$ cat src/rtl/demux_bit_scanner_if.sv
// Handshake and serial-output bundle between a scan requester and demux_bit_scanner.
interface demux_bit_scanner_if;
    localparam int unsigned DATA_W = 8;
    localparam int unsigned SEL_W  = 3;

    logic              start;
    logic              abort;
    logic [DATA_W-1:0] data;
    logic              in_bit;
    logic [SEL_W-1:0]  sel;
    logic              step;
    logic              busy;
    logic              done;

    modport master (
        output start, abort, data,
        input  in_bit, sel, step, busy, done
    );

    modport slave (
        input  start, abort, data,
        output in_bit, sel, step, busy, done
    );
endinterface

$ cat src/rtl/demux_bit_scanner.sv
// Serialises a captured byte onto the 1-to-8 demux data/select inputs,
// holding each channel for HOLD_CYCLES clocks, then pulses done.
module demux_bit_scanner #(
    parameter int unsigned HOLD_CYCLES = 4,
    parameter int unsigned CNT_W       = 8
) (
    input  logic               clk,
    input  logic               rst,
    demux_bit_scanner_if.slave bus
);
    localparam int unsigned DATA_W = 8;
    localparam int unsigned SEL_W  = 3;
    localparam logic [CNT_W-1:0] HOLD_LAST = CNT_W'(HOLD_CYCLES - 1);
    localparam logic [SEL_W-1:0] SEL_LAST  = SEL_W'(DATA_W - 1);

    typedef enum logic [1:0] {
        ST_IDLE = 2'd0,
        ST_SCAN = 2'd1,
        ST_DONE = 2'd2
    } state_e;

    state_e            state_q, state_d;
    logic [CNT_W-1:0]  cnt_q, cnt_d;
    logic [SEL_W-1:0]  sel_q, sel_d;
    logic [DATA_W-1:0] shadow_q, shadow_d;
    logic              in_bit_q, in_bit_d;
    logic              step_q, step_d;
    logic              busy_q, busy_d;
    logic              done_q, done_d;

    logic              accept_c;
    logic              hold_end_c;
    logic              last_chan_c;
    logic [SEL_W-1:0]  sel_nxt_c;

    assign accept_c    = bus.start & ~bus.abort;
    assign hold_end_c  = (cnt_q == HOLD_LAST);
    assign last_chan_c = (sel_q == SEL_LAST);
    assign sel_nxt_c   = sel_q + SEL_W'(1);

    // State register
    always_ff @(posedge clk or posedge rst) begin
        if (rst) begin
            state_q <= ST_IDLE;
        end else begin
            state_q <= state_d;
        end
    end

    // Datapath and output registers
    always_ff @(posedge clk or posedge rst) begin
        if (rst) begin
            cnt_q    <= '0;
            sel_q    <= '0;
            shadow_q <= '0;
            in_bit_q <= 1'b0;
            step_q   <= 1'b0;
            busy_q   <= 1'b0;
            done_q   <= 1'b0;
        end else begin
            cnt_q    <= cnt_d;
            sel_q    <= sel_d;
            shadow_q <= shadow_d;
            in_bit_q <= in_bit_d;
            step_q   <= step_d;
            busy_q   <= busy_d;
            done_q   <= done_d;
        end
    end

    // Next-state logic; abort outranks both start and channel advance
    always_comb begin
        state_d = state_q;
        unique case (state_q)
            ST_IDLE: begin
                if (accept_c) begin
                    state_d = ST_SCAN;
                end
            end
            ST_SCAN: begin
                if (bus.abort) begin
                    state_d = ST_IDLE;
                end else if (hold_end_c && last_chan_c) begin
                    state_d = ST_DONE;
                end
            end
            ST_DONE: begin
                state_d = ST_IDLE;
            end
            default: begin
                state_d = ST_IDLE;
            end
        endcase
    end

    // Output logic: everything idles at its reset value unless a branch says otherwise
    always_comb begin
        cnt_d    = '0;
        sel_d    = '0;
        shadow_d = shadow_q;
        in_bit_d = 1'b0;
        step_d   = 1'b0;
        busy_d   = 1'b0;
        done_d   = 1'b0;
        unique case (state_q)
            ST_IDLE: begin
                if (accept_c) begin
                    shadow_d = bus.data;
                    in_bit_d = bus.data[0];
                    step_d   = 1'b1;
                    busy_d   = 1'b1;
                end
            end
            ST_SCAN: begin
                if (bus.abort) begin
                    shadow_d = shadow_q;
                end else if (!hold_end_c) begin
                    cnt_d    = cnt_q + CNT_W'(1);
                    sel_d    = sel_q;
                    in_bit_d = in_bit_q;
                    busy_d   = 1'b1;
                end else if (!last_chan_c) begin
                    sel_d    = sel_nxt_c;
                    in_bit_d = shadow_q[sel_nxt_c];
                    step_d   = 1'b1;
                    busy_d   = 1'b1;
                end else begin
                    // Frame complete: park the select on the last channel for the done cycle
                    sel_d  = SEL_LAST;
                    done_d = 1'b1;
                end
            end
            ST_DONE: begin
                shadow_d = shadow_q;
            end
            default: begin
                shadow_d = shadow_q;
            end
        endcase
    end

    assign bus.in_bit = in_bit_q;
    assign bus.sel    = sel_q;
    assign bus.step   = step_q;
    assign bus.busy   = busy_q;
    assign bus.done   = done_q;

endmodule

$ cat src/flat_wrapper.sv
// flat-port wrapper written by rule: the top's interface ports become plain ports
module demux_bit_scanner_flat 
#(
    parameter int unsigned HOLD_CYCLES = 4,
    parameter int unsigned CNT_W       = 8
)
  (clk, rst, bus_start, bus_abort, bus_data, bus_in_bit, bus_sel, bus_step, bus_busy, bus_done);
  demux_bit_scanner_if bus_i ();
  input  logic clk;
  input  logic rst;
  input wire logic [$bits(bus_i.start)-1:0] bus_start;
  input wire logic [$bits(bus_i.abort)-1:0] bus_abort;
  input wire logic [$bits(bus_i.data)-1:0] bus_data;
  output wire logic [$bits(bus_i.in_bit)-1:0] bus_in_bit;
  output wire logic [$bits(bus_i.sel)-1:0] bus_sel;
  output wire logic [$bits(bus_i.step)-1:0] bus_step;
  output wire logic [$bits(bus_i.busy)-1:0] bus_busy;
  output wire logic [$bits(bus_i.done)-1:0] bus_done;
  assign bus_i.start = bus_start;
  assign bus_i.abort = bus_abort;
  assign bus_i.data = bus_data;
  assign bus_in_bit = bus_i.in_bit;
  assign bus_sel = bus_i.sel;
  assign bus_step = bus_i.step;
  assign bus_busy = bus_i.busy;
  assign bus_done = bus_i.done;
  demux_bit_scanner #(.HOLD_CYCLES(HOLD_CYCLES), .CNT_W(CNT_W)) u_core (.clk(clk), .rst(rst), .bus(bus_i));
endmodule
$ cat config.mk
export PLATFORM = sky130hd
export DESIGN_NAME = demux_bit_scanner_flat
export DESIGN_NICKNAME = d
export VERILOG_FILES = /design/src/rtl/demux_bit_scanner_if.sv /design/src/rtl/demux_bit_scanner.sv /design/src/flat_wrapper.sv
export SDC_FILE = /design/constraint.sdc
export NUM_CORES = 1
export LEC_CHECK = 0
export ABC_AREA = 0
export CORE_ASPECT_RATIO = 1.4
export CORE_MARGIN = 5
export CORE_UTILIZATION = 45
export DETAILED_ROUTE_END_ITERATION = 10
export PLACE_DENSITY = 0.69
export SLEW_MARGIN = 20
export SYNTH_ARGS = -nofsm -noshare
export SYNTH_HDL_FRONTEND = slang
export SYNTH_SLANG_ARGS = --single-unit
$ cat constraint.sdc
create_clock -name clk -period 5.1 [get_ports clk]
set_input_delay 1.275 -clock clk [delete_from_list [all_inputs] [get_ports clk]]
set_output_delay 1.275 -clock clk [all_outputs]
set_load 0.01 [all_outputs]
==> flow_summary.ini, run 1 <==
[outcome]
status = complete, no violations

[timing]
fin_crit_sh = 0.531
setup_violations = 0
tightest_slew_ns = 0.929
fmax_ghz = 0.369
skew_ns = 0.0117
fin_tns_setup_ns = 0
timing.final.crit_period_ns = 2.71
grt_setup_unrepaired = false
hold_viol_final = 0
maxSlewViolCount = 0
maxSlewHeadroom = 0.380

[cts]
clock_path_buffers = 2
ctsHoldBuffers = 0
cts_tree = built
htreeDepth = 1
clk_pin_slew_ns = 0.13
cts.sink_count = 25
cts-root-buf = clkbuf_4
postCtsSetupRepairBufs = 0
cts_resized = 0
clk_latency_ns = 0.31
cts_made_buffers = 3

[yosys]
ys_seq_area_frac = 0.536
synth.avg_cell_area_um2 = 11.7
syn_nets = 116
dominantRegCellSynth = dfrtp_1
ys_top_cells_by_area = dfrtp_1 54%, mux2_2 8.7%, ha_1 4.3%, nor2_1 4.2%, xor2_1 3.0%
synth_edf_count = 0
synth_top_area_share = 0.536
ys_types = 32
synth-async-reset-ratio = 1.00
ys_seq_elements = 25
postSynthCellCount = 100
yosys_warnings = 0
syn-cell-area_um2 = 1170
synth_area_leader_cell = dfrtp_1

[worst_setup_path]
critPathCaptureType = output pin
critPathBufInv = 1
crit_required_ns = 3.83
worst_path_largest_cell_delay_ns = 0.60
critPathLaunchType = register
path_cells = clkdlybuf4s50_1
crit_arrival_ns = 1.44
cp_max_fo = 9
crit_type = register to output pin
crit_slowest_cell = clkdlybuf4s50_1
crit_family = buffers and inverters

[global_routing]
grt_pass1_vias = 835
antenna_found_initial = 0
grt_max_degree = 26
grt_first_pass_wirelength_um = 3520
grt_overflow = 0
track_usage = 0.122

[routing]
drt_iter0_drc = 5
vias = 791
wirelength_um = 2010
dr.pass1.iters = 3
viasPerCell = 5.14
wl_per_cell_um = 13.0
drtAntennaViolNets = 0
drc = 0

[placement]
gp_congestion = 0.772
post-place-cells = 150
port_buffers = 18
dp_hpwl_um = 1520

[final_layout]
final_cell_mix = 25 x dfrtp_1, 18 x clkdlybuf4s50_1, 13 x nor2_1
synthToLayoutAreaGrowth_pct = 21.3
layout.nets = 137
diodes = 0
layout_commonest_cell = dfrtp_1
drive_gt1_frac = 0.158
fin_cells = 154

[floorplan]
rows = 21
die_w_um = 53.0
io-pin-count = 19
start_util = 0.478
coreArea_um2 = 2440
die_height_um = 70.3
fp.dieArea_um2 = 3730

[pwr]
p_per_area_nw_per_um2 = 298
leakage_uw = 0.000607
design_power_total_uw = 422
peakVddDrop_uv = 239

[hold_path]
hold_class = register to register

[job]
drv_cap = 0
final timing paths:
kind | startpoint | to | slack (ns) | depth (start not counted)
min | u_core.cnt_q[0] | u_core.cnt_q[0] | 0.51 | 1
max in group asynchronous | rst | u_core.shadow_q[0] | 3.08 | 2
max | u_core.bus.sel[0] | bus_sel[0] | 2.39 | 1
min in group asynchronous | rst | u_core.cnt_q[0] | 1.45 | 2
min reg2reg | u_core.cnt_q[0] | u_core.cnt_q[0] | 0.51 | 1
max reg2reg | u_core.cnt_q[0] | u_core.bus.in_bit | 2.81 | 5
registers in the layout, summed over array words and instances (netlist names):
name,cells
u_core.bus.busy,1
u_core.bus.done,1
u_core.bus.in_bit,1
u_core.bus.sel,3
u_core.bus.step,1
u_core.cnt_q,8
u_core.shadow_q,8
u_core.state_q,2
per-layer routing:
layer	up-vias	share of wire	global-route usage	routed length, um
li1	385	-	-	-
met1	391	0.44	0.149	883
met2	13	0.52	0.210	1030
met3	2	0.034	0.0213	69
met4	0	0.0085	0.0426	17
met5	-	0	0	0
report_power, final:
group / leakage [uW] / internal (uW) / switching (uW)
sequential: 0.000325 / 230 / 18.4
clock: 0.0000150 / 30.6 / 55.6
combinational: 0.000267 / 52.5 / 35.4
Yosys cell counts, drive strengths merged, types with 3 or more instances:
cell   instances
nor3           3
inv            6
xor2           4
ha             4
mux2          10
nand2          5
nand3          3
nor2          13
dfrtp         25
and3           3
final cells by class:
| type | count | area, um2 |
|---|---|---|
| Fill cell | 238 | 1030 |
| Timing Repair Buffer | 18 | 180 |
| Multi-Input combinational cell | 67 | 519 |
| Tap cell | 34 | 42.5 |
| Sequential cell | 25 | 626 |
| Clock buffer | 4 | 26.3 |
| Inverter | 6 | 22.5 |
logic make-up (layout without fill, tap and decap cells):
family,after synthesis,in the layout,share of synthesized area
mux,12,12,0.117
simple gates,37,37,0.180
compound gates,8,8,0.0472
flops,25,25,0.536
buf+inv,8,28,0.0321
fa+ha+maj,4,4,0.0429
xor+xnor,6,6,0.0450
through the flow:
| stage | setup slack (ns) | utilization | area, um2 | hold WS, ns |
|---|---|---|---|---|
| 3_3_place_gp | 1.99 | 0.565 | 1380 | 0.474 |
| 3_5_place_dp | 1.93 | 0.565 | 1380 | 0.484 |
| 5_1_grt | 2.30 | 0.580 | 1420 | 0.531 |
| 2_1_floorplan | 2.63 | - | 1170 | 0.444 |
| 4_1_cts | 2.28 | 0.576 | 1410 | 0.502 |
| 6_report | 2.39 | 0.580 | 1420 | 0.505 |
(Power assumes the default switching activity.)
==> run 2, diff against run 1 <==
==> constraint.sdc (replaced) <==
create_clock -name clk -period 2.7 [get_ports clk]
set_input_delay 0.675 -clock clk [delete_from_list [all_inputs] [get_ports clk]]
set_output_delay 0.675 -clock clk [all_outputs]
set_load 0.01 [all_outputs]
==> flow_summary.ini, run 2 (synthesized netlist as in run 1, its figures left out) <==
[global_routing]
antenna_found_initial = 0
track_usage = 0.122
grt_overflow = 0
grt_pass1_vias = 810
grt_first_pass_wirelength_um = 3400
grt_max_degree = 26

[final_layout]
layout.nets = 139
final_area_um2 = 1420
final_core_util = 0.582
diodes = 0
fillCellCount = 217
synthToLayoutAreaGrowth_pct = 21.9
drive_gt1_frac = 0.172
final_cell_mix = 25 x dfrtp_1, 18 x clkdlybuf4s50_1, 13 x nor2_1
layout_commonest_cell = dfrtp_1

[floorplan]
start_util = 0.478
coreArea_um2 = 2440
die_height_um = 70.3
fp.dieArea_um2 = 3730
die_w_um = 53.0
io-pin-count = 19
rows = 21

[routing]
drtAntennaViolNets = 0
wl_per_cell_um = 12.7
dr.pass1.iters = 4
drt_iter0_drc = 16
wirelength_um = 1990
drc = 0
viasPerCell = 5.03
vias = 785

[cts]
cts_tree = built
cts.sink_count = 25
postCtsSetupRepairBufs = 0
clock_path_buffers = 2
cts_made_buffers = 3
clk_pin_slew_ns = 0.13
htreeDepth = 1
cts-root-buf = clkbuf_4
clk_latency_ns = 0.31
cts_resized = 0
ctsHoldBuffers = 0

[timing]
grt_setup_unrepaired = false
tightest_slew_ns = 0.400
timing.final.crit_period_ns = 2.21
setup_violations = 0
fin_tns_setup_ns = 0
hold_slack_ns = 0.495
skew_ns = 0.00318
maxSlewViolCount = 0
fin_crit_sh = 0.820
fmax_ghz = 0.452
hold_viol_final = 0
maxSlewHeadroom = 0.731

[outcome]
status = complete, no violations

[worst_setup_path]
crit_type = register to register
critPathCaptureType = register
cp_max_fo = 10
crit_arrival_ns = 2.43
crit_required_ns = 2.91
critPathLaunchType = register

[job]
drv_cap = 0

[placement]
dpl_cell_area_um2 = 1400
gp_congestion = 0.791
port_buffers = 18
dp_hpwl_um = 1480

[pwr]
peakVddDrop_uv = 332
leakage_uw = 0.000613
p_per_area_nw_per_um2 = 562

[hold_path]
hold_class = register to register
run 2: cell count changes in the layout (fill, tap and decap cells not counted), sizes merged:
cell	before	now
buf	0	2
run 2: critical path, stage by stage (launching register included):
cell	delay [ns]
dfrtp_1	0.40
ha_1	0.20
or4b_4	0.48
nor4_4	0.31
or2_1	0.38
mux2_4	0.33
run 2: area by class of cell:
type,count,area [um2],share of cell area
well taps,34,42.5,0.0299
flip-flops and latches,25,626,0.440
clock buffers,4,26.3,0.0185
repair buffers,20,195,0.137
multi-input cells,67,510,0.359
inverters,6,22.5,0.0158
run 2: path summary, 6_finish.rpt:
kind                                 start                 to  slack (ns)  depth (start not counted)
max reg2reg                u_core.cnt_q[0]  u_core.bus.in_bit        0.49                          5
max in group asynchronous              rst    u_core.cnt_q[6]        1.78                          3
min reg2reg                u_core.cnt_q[0]    u_core.cnt_q[0]        0.50                          1
max                        u_core.cnt_q[0]  u_core.bus.in_bit        0.49                          5
min                        u_core.cnt_q[0]    u_core.cnt_q[0]        0.50                          1
min in group asynchronous              rst  u_core.bus.in_bit        0.69                          3
run 2: layer usage:
layer  GRT usage  wire [um]  vias up
li1            -          -      385
met1       0.148        848      383
met2       0.202       1040       13
met3      0.0191         57        4
met4      0.0597         37        0
met5           0          0        -
run 2: where the power goes:
| part | switching [uW] | total [uW] | leakage [uW] | internal (uW) |
|---|---|---|---|---|
| registers | 31.7 | 466 | 0.000325 | 434 |
| clock network | 107 | 165 | 0.0000150 | 57.7 |
| logic | 67.8 | 168 | 0.000273 | 100 |
run 2: through the flow:
step | std cells | setup slack [ns] | power (uW)
global route | 156 | 0.331 | 843
global placement | 152 | 0.463 | 638
finish | 156 | 0.487 | 799
CTS | 156 | 0.478 | 808
detailed placement | 152 | 0.417 | 646
floorplan | 100 | 0.726 | 583
